===== config.mk =====
export PLATFORM = sky130hd
export DESIGN_NAME = line_xfer_engine
export DESIGN_NICKNAME = d
export VERILOG_FILES = /design/src/rtl/line_xfer_engine.sv
export SDC_FILE = /design/constraint.sdc
export NUM_CORES = 1
export LEC_CHECK = 0
export CAP_MARGIN = 20
export CORE_AREA = 2 2 253 255
export CTS_CLUSTER_DIAMETER = 50
export DETAILED_ROUTE_END_ITERATION = 10
export DIE_AREA = 0 0 255 257
export GPL_ROUTABILITY_DRIVEN = 0
export PLACE_DENSITY = 0.76
export RECOVER_POWER = 100
export SLEW_MARGIN = 10
export SYNTH_ARGS = -nofsm -noshare
export SYNTH_HDL_FRONTEND = slang
export SYNTH_SLANG_ARGS = --single-unit

===== constraint.sdc =====
create_clock -name clk -period 4.93 [get_ports clk]
set_clock_uncertainty 0.05 [all_clocks]
set_input_delay 0.986 -clock clk [delete_from_list [all_inputs] [get_ports clk]]
set_output_delay 0.986 -clock clk [all_outputs]
set_load 0.03 [all_outputs]

===== src/rtl/line_xfer_engine.sv =====
// Line transfer engine: turns one whole-line refill or victim writeback from the
// cache arbiter into single-word memory beats and returns the line or a write ack.
module line_xfer_engine #(
  parameter int ADDR_W     = 32,
  parameter int WORD_W     = 32,
  parameter int LINE_WORDS = 8
) (
  input  logic                         clk,
  input  logic                         rst_n,
  input  logic                         req_valid,
  output logic                         req_ready,
  input  logic                         req_write,
  input  logic [ADDR_W-1:0]            req_addr,
  input  logic [WORD_W*LINE_WORDS-1:0] req_wdata,
  output logic                         resp_valid,
  input  logic                         resp_ready,
  output logic                         resp_write,
  output logic [WORD_W*LINE_WORDS-1:0] resp_rdata,
  output logic                         mem_req_valid,
  input  logic                         mem_req_ready,
  output logic                         mem_req_we,
  output logic [ADDR_W-1:0]            mem_req_addr,
  output logic [WORD_W-1:0]            mem_req_wdata,
  input  logic                         mem_rsp_valid,
  input  logic [WORD_W-1:0]            mem_rsp_rdata,
  output logic                         busy
);
  localparam int LINE_W     = WORD_W * LINE_WORDS;
  localparam int LINE_BYTES = LINE_W / 8;
  localparam int BEAT_W     = $clog2(LINE_WORDS);
  localparam int WORD_BYTES = WORD_W / 8;

  typedef enum logic [1:0] {IDLE, SEND, WAIT, DONE} state_t;
  typedef logic [LINE_WORDS-1:0][WORD_W-1:0] line_t;

  state_t            state_q, state_d;
  logic [BEAT_W-1:0] beat_q, beat_d;
  logic              write_q, write_d;
  line_t             line_q, line_d;
  logic [ADDR_W-1:0] base_q, base_d;
  line_t             wdata_q, wdata_d;
  logic              last_beat;

  function automatic logic [ADDR_W-1:0] line_base(input logic [ADDR_W-1:0] addr);
    line_base = addr & ~ADDR_W'(LINE_BYTES - 1);
  endfunction

  // Base is line-aligned, so the sum never carries out of the line offset.
  function automatic logic [ADDR_W-1:0] beat_addr(input logic [ADDR_W-1:0] base,
                                                 input logic [BEAT_W-1:0] beat);
    beat_addr = base + ADDR_W'(beat) * ADDR_W'(WORD_BYTES);
  endfunction

  assign last_beat = (beat_q == BEAT_W'(LINE_WORDS - 1));

  always_comb begin
    state_d = state_q;
    beat_d  = beat_q;
    write_d = write_q;
    base_d  = base_q;
    wdata_d = wdata_q;
    line_d  = line_q;
    unique case (state_q)
      IDLE: begin
        if (req_valid) begin
          state_d = SEND;
          beat_d  = '0;
          write_d = req_write;
          base_d  = line_base(req_addr);
          wdata_d = req_wdata;
          if (!req_write) line_d = '0;
        end
      end
      SEND: begin
        if (mem_req_ready) begin
          if (!write_q)       state_d = WAIT;
          else if (last_beat) state_d = DONE;
          else                beat_d  = beat_q + BEAT_W'(1);
        end
      end
      WAIT: begin
        if (mem_rsp_valid) begin
          line_d[beat_q] = mem_rsp_rdata;
          if (last_beat) begin
            state_d = DONE;
          end else begin
            beat_d  = beat_q + BEAT_W'(1);
            state_d = SEND;
          end
        end
      end
      DONE: begin
        if (resp_ready) state_d = IDLE;
      end
      default: state_d = IDLE;
    endcase
  end

  always_ff @(posedge clk or negedge rst_n) begin
    if (!rst_n) begin
      state_q <= IDLE;
      beat_q  <= '0;
      write_q <= 1'b0;
      line_q  <= '0;
    end else begin
      state_q <= state_d;
      beat_q  <= beat_d;
      write_q <= write_d;
      line_q  <= line_d;
    end
  end

  // Request payload is only observed through gated outputs, so it needs no reset.
  always_ff @(posedge clk) begin
    base_q  <= base_d;
    wdata_q <= wdata_d;
  end

  assign req_ready     = (state_q == IDLE);
  assign busy          = (state_q != IDLE);
  assign mem_req_valid = (state_q == SEND);
  assign mem_req_we    = mem_req_valid && write_q;
  assign mem_req_addr  = mem_req_valid ? beat_addr(base_q, beat_q) : '0;
  assign mem_req_wdata = mem_req_valid ? wdata_q[beat_q] : '0;
  assign resp_valid    = (state_q == DONE);
  assign resp_write    = resp_valid && write_q;
  assign resp_rdata    = (resp_valid && !write_q) ? line_q : '0;

endmodule

# After elaboration in Yosys (flattened, before gate mapping)
# Index checks and enable logic that the tools add are counted.
totals:
  regBits: 545
  wordCells: 74
op_classes:
  magnitude_cmp: 2
  n_eq_ne: 11
  muxes: 26
  add_sub_neg: 2
  reduce_logical: 13
op_table:
  columns: ["cell", "n"]
  rows:
  - ["two-way mux 256 bit", 4]
  - ["one-hot mux 256 bit (2 select lines)", 1]
  - ["bitwise mux 256 bit", 1]
  - ["two-way mux 32 bit", 4]
  - ["binary-select mux 32 bit (select 3 bit)", 1]
  - ["demux 32 bit (select 3 bit)", 1]
  - ["adder 32 x 5 -> 32 bit", 1]
  - ["two-way mux 3 bit", 5]
  - ["two-way mux 2 bit", 7]
  - ["AND reduction 5 bit", 2]
  - ["one-hot mux 3 bit (3 select lines)", 1]
  - ["one-hot mux 2 bit (4 select lines)", 1]
  - ["!= test 2 x 1 -> 1 bit (second input constant)", 3]
  - ["!= test 2 bit (second input constant)", 3]
  - ["equality test 2 bit (second input constant)", 2]
  - ["logical AND 1 bit", 4]
  - ["less-than comparator 3 x 4 -> 1 bit (second input constant)", 1]
  - ["AND reduction 4 bit", 1]
  - ["nonzero test 2 bit", 2]
  - ["adder 3 x 1 -> 3 bit (second input constant)", 1]
  - ["equality test 3 bit (second input constant)", 1]
  - ["greater-or-equal comparator 3 x 1 -> 1 bit (second input constant)", 1]
  - ["!= test 3 x 2 -> 1 bit (second input constant)", 1]
  - ["nonzero test 3 bit", 1]
  - ["4 further kinds", 4]

# Logic depth before layout (Yosys ltp)
# Gate-level depths: netlist (run 1).
logic_depth:
  word_depth: 7
  mapped_depth: 11
  mapped_depth_nobuf: 6

# Worst setup path before layout (run 1)
# No wires, ideal clock.
synth_path:
  kind: "register -> register"
  start: "register state_q[0]"
  end: "register write_q"
  path_stages_with_launch: 5
  t_arrival_ns: 5.059
  synth_period_minus_slack_ns: 5.191
  path_buffers: 0
  slack_ns: -0.261
  setup_ns: 0.082
  cell_sequence: "dfrtp_1 inv_1 ha_1 and2_2 mux2_2"
synth_via:
  elab_chain_cells: 2
synth_rtl:
  columns: ["element", "line", "source"]
  rows:
  - ["from (decl)", "36", "state_t state_q, state_d;"]
  - ["from (signal assigned)", "106", "state_q <= state_d;"]
  - ["zero test 2 bit", null, null]
  - ["net req_ready", "11", "output logic req_ready,"]
  - ["AND reduction 2 bit (no source line)", null, null]
  - ["to (signal assigned)", "108", "write_q <= write_d;"]
  - ["to (decl)", "38", "logic write_q, write_d;"]
# The timed path passes the listed nets, and every way through them passes these cells.
# A chain may end at the register's enable or synchronous reset.

# Worst setup path after layout (run 1)
layout_path:
  start: "register beat_q[1]"
  end: "output mem_req_wdata[16]"
layout_via:
  elab_chain_cells: 3
layout_rtl:
  columns: ["element", "line", "source"]
  rows:
  - ["from (decl)", "37", "logic [BEAT_W-1:0] beat_q, beat_d;"]
  - ["from (signal assigned)", "107", "beat_q <= beat_d;"]
  - ["binary-select mux 32 bit (select 3 bit)", "124", "assign mem_req_wdata = mem_req_valid ? wdata_q[beat_q] : '0;"]
  - ["two-way mux 32 bit (implied by the code)", "124", null]
  - ["two-way mux 32 bit", "124", null]
  - ["to (decl)", "23", "output logic [WORD_W-1:0] mem_req_wdata,"]
# No other way between the ends. The select of a mux whose other input is x is not followed.

==> results of run 1 <==
[cells by family after synthesis]
logic type | Yosys count
AO/OA/AOI/OAI | 436
adder cells (fa/ha/maj) | 8
buffers and inverters | 230
flip-flops | 545
multiplexers | 27
other | 1
AND/OR/NAND/NOR | 943
[flip-flops by register name, summed over array words and instances (netlist names)]
| signal | flops |
|---|---|
| line_q | 256 |
| wdata_q | 256 |
| base_q | 27 |
| beat_q | 3 |
| state_q | 2 |
| write_q | 1 |
[metal layers]
layer	share of wire	vias to the layer above
met5	0.00062	-
met4	0.045	8
li1	-	9291
met2	0.49	1137
met1	0.37	9935
met3	0.089	176
[path summary, 6_finish.rpt]
path	start	to	slack [ns]	cells after the start
max	beat_q[1]	mem_req_wdata[16]	0.25	6
min	line_q[27]	line_q[27]	0.46	2
max reg2reg	state_q[0]	line_q[101]	0.44	5
min reg2reg	line_q[27]	line_q[27]	0.46	2
max in group asynchronous	rst_n	beat_q[2]	0.98	2
min in group asynchronous	rst_n	line_q[24]	1.11	1
[critical path: cells and delay by family, from the launching register on]
family          cells  cell delay [ns]
simple gates        2             0.87
flops               1             0.73
compound gates      2             0.25
buf+inv             2             1.14
[cell type report]
| cell class | count | area (sq um) | share of cell area |
|---|---|---|---|
| Clock inverter | 28 | 263 | 0.00778 |
| Timing Repair Buffer | 691 | 6840 | 0.202 |
| Clock buffer | 84 | 1680 | 0.0498 |
| Sequential cell | 545 | 15100 | 0.446 |
| Inverter | 8 | 30.0 | 0.000889 |
| Tap cell | 846 | 1060 | 0.0313 |
| Multi-Input combinational cell | 1416 | 8790 | 0.260 |
| Antenna cell | 22 | 55.1 | 0.00163 |
[cells in the mapped netlist (2+ instances only)]
cell type  instances  share of area
a21boi_0          21         0.0063
a21oi_1            5         0.0010
a221oi_1          71          0.025
a22o_1            16         0.0056
a22oi_1            3        0.00090
and2_1           288          0.072
buf_1              4        0.00060
buf_2             39         0.0078
buf_4              5         0.0015
buf_6             26          0.012
clkbuf_1         147          0.022
dfrtp_1          262           0.26
edfxtp_1         283           0.34
ha_1               8         0.0040
inv_1              7         0.0011
mux2_2             4         0.0018
mux2i_1           23         0.0092
nand2_1          322          0.048
nand2b_1           4         0.0010
nand3_1          258          0.052
nor2_1            26         0.0039
nor2b_1           38         0.0095
o21ai_0           24         0.0048
o22ai_1           10         0.0025
o2bb2ai_1         22         0.0077
o311ai_0          70          0.025
o311ai_1         180          0.063
o311ai_2           6         0.0039
o31a_1             2        0.00070
[power breakdown]
group	internal, mW	switching (mW)
Clock	2.55	1.88
Sequential	6.20	0.811
Combinational	2.02	4.42
[stage by stage]
stage	total power, mW	area [sq um]	cells
finish	17.9	33800	3640
global route	18.8	33800	3638
CTS	18.3	33900	3617
detailed placement	13.9	32000	3505
global placement	13.6	31900	3503
floorplan	11.3	25000	2191
==> results.md, run 1 <==
- Status: complete, but fails checks
- Failing checks: max-capacitance violations, max-slew violations
- Final Hold Viols: 0
- Main combinational cell family by area after synthesis: simple AND/OR/NAND/NOR gates
- Crit path cell chain: nor2b_2, buf_4, a221oi_1, nor2_1, o2bb2ai_1, dlygate4sd3_1
- Clock Sinks: 545
- Asr flop ratio synth: 0.481
- WHS: 0.459 ns
- Multiplexer area fraction after synthesis: 0.0110
- Port Buffers: ~650
- Vias in the first global route: 19767
- Clock root buffer: clkbuf_16
- Pleak: ~13 nW
- Seq cells post-synth: 545
- Ratio of cells with drive above 1 in the final layout: 0.0552
- Unrepaired setup endpoints after global routing: no
- Worst-path clk slew: ~0.06 ns
- Via count: ~21000
- Ports: ~650
- Synth cell types: 45
- Headroom to the max-slew limit: -0.835
- Post-route setup slack: approximately 0.25 ns
- Final ANT Viol Nets: 0
- Startpoint Class: flip-flop
- Die Y: ~260 um
- Final HPWL DP: slightly below 60 mm
- Max_cap viols: 7
- Type of the most critical hold path: reg -> reg
- Slowest-stage cell, CP: dlygate4sd3_1
- CP arrival: approximately 3.7 ns
- Prevailing post-synth register cell: edfxtp_1
- First-pass GRT wire length: around 120 mm
- Post-Synthesis Cell Area: around 25000 sq um
- Fin crit period: 4.68 ns
- Number of synthesized flops with an enable pin: around 280
- NumNets Final: between 3000 and 4000
- Core area: around 63000 sq um
- Final setup TNS: 0 ns
- Pwr per Cell Area: around 530 nW/um^2
- Placement Setup Slack: ~0.94 ns
- Fmax achieved: roughly 210 MHz
- Simple-gate share of the synthesized area: 0.189
- M1 GR Usage: 0.301
- Clock buffer depth: 3
- Top Usage Layer GRT: met2
- Filler Cell Count: slightly above 5000
- Worst-Margin Slew: between 2 and 3 ns
- Clock latency at the later pin of the worst-skew pair: around 0.62 ns
- WL final: ~83 mm
- Post-Synth Adder-Cell Area: 0.00401
- Post-synthesis xor/xnor area fraction: 0
- WS Path Type: reg -> out
- Yosys warns: 0
- Initial antenna violation count: 32
- Wire per inst: 22.9 um
- Critical Path Sink Type: output pin
- Slew Viols, Final: between 300 and 400
- Synth-to-Final Area Change: 35.3%
- Post-CTS setup buffer count: 0
- Post-synthesis cell count: between 2000 and 2500
- DRC viols: 0
- Vias per std cell: 5.64
- Drt initial violations: 2081
- Slowest stage delay, CP: around 0.8 ns
- Compound-cell area share of the yosys netlist: 0.148
- Starting Density: 0.398
- CTS Buf Count: 61
- Placement Rows: 92
- Global Route Usage Sum: 0.246
- Finished Core Util: 0.539
- Post-Syn Area per Cell: approximately 11 sq um
- Aggregate global routing overflow: 0
- Tcrit/Tclk final: 0.950
- Peak fanout along the critical path: 29
- Met3 Use GR: 0.0534
- Seq/Total Area, Yosys: 0.603
- Most common cell after layout, fill and taps aside: dlygate4sd3_1
- DR pass1 iterations: 6
- Crit path required time: 3.89 ns
- Die width: around 260 um
- Peak supply drop: roughly 0.00041 V
- Final setup violation count: 0
- Largest net degree at the start of global routing: approximately 140
- H-tree depth: 2
- Post_cts resized: 0
- CTS Hold Buffers Added: 0
- Commonest non-fill, non-tap cells in the layout: dlygate4sd3_1 (587), nand2_1 (316), and2_1 (287)
- Met2 usage in global routing: 0.411
- CTS tree: built
- Die ar.: 65500 sq um
(Power assumes the default switching activity.)
==> inputs of run 2 (changes only) <==
SKIP_LAST_GASP = 1   (was unset)
==> results of run 2 <==
Final layout, timing and power as in run 1 (identical DEF).
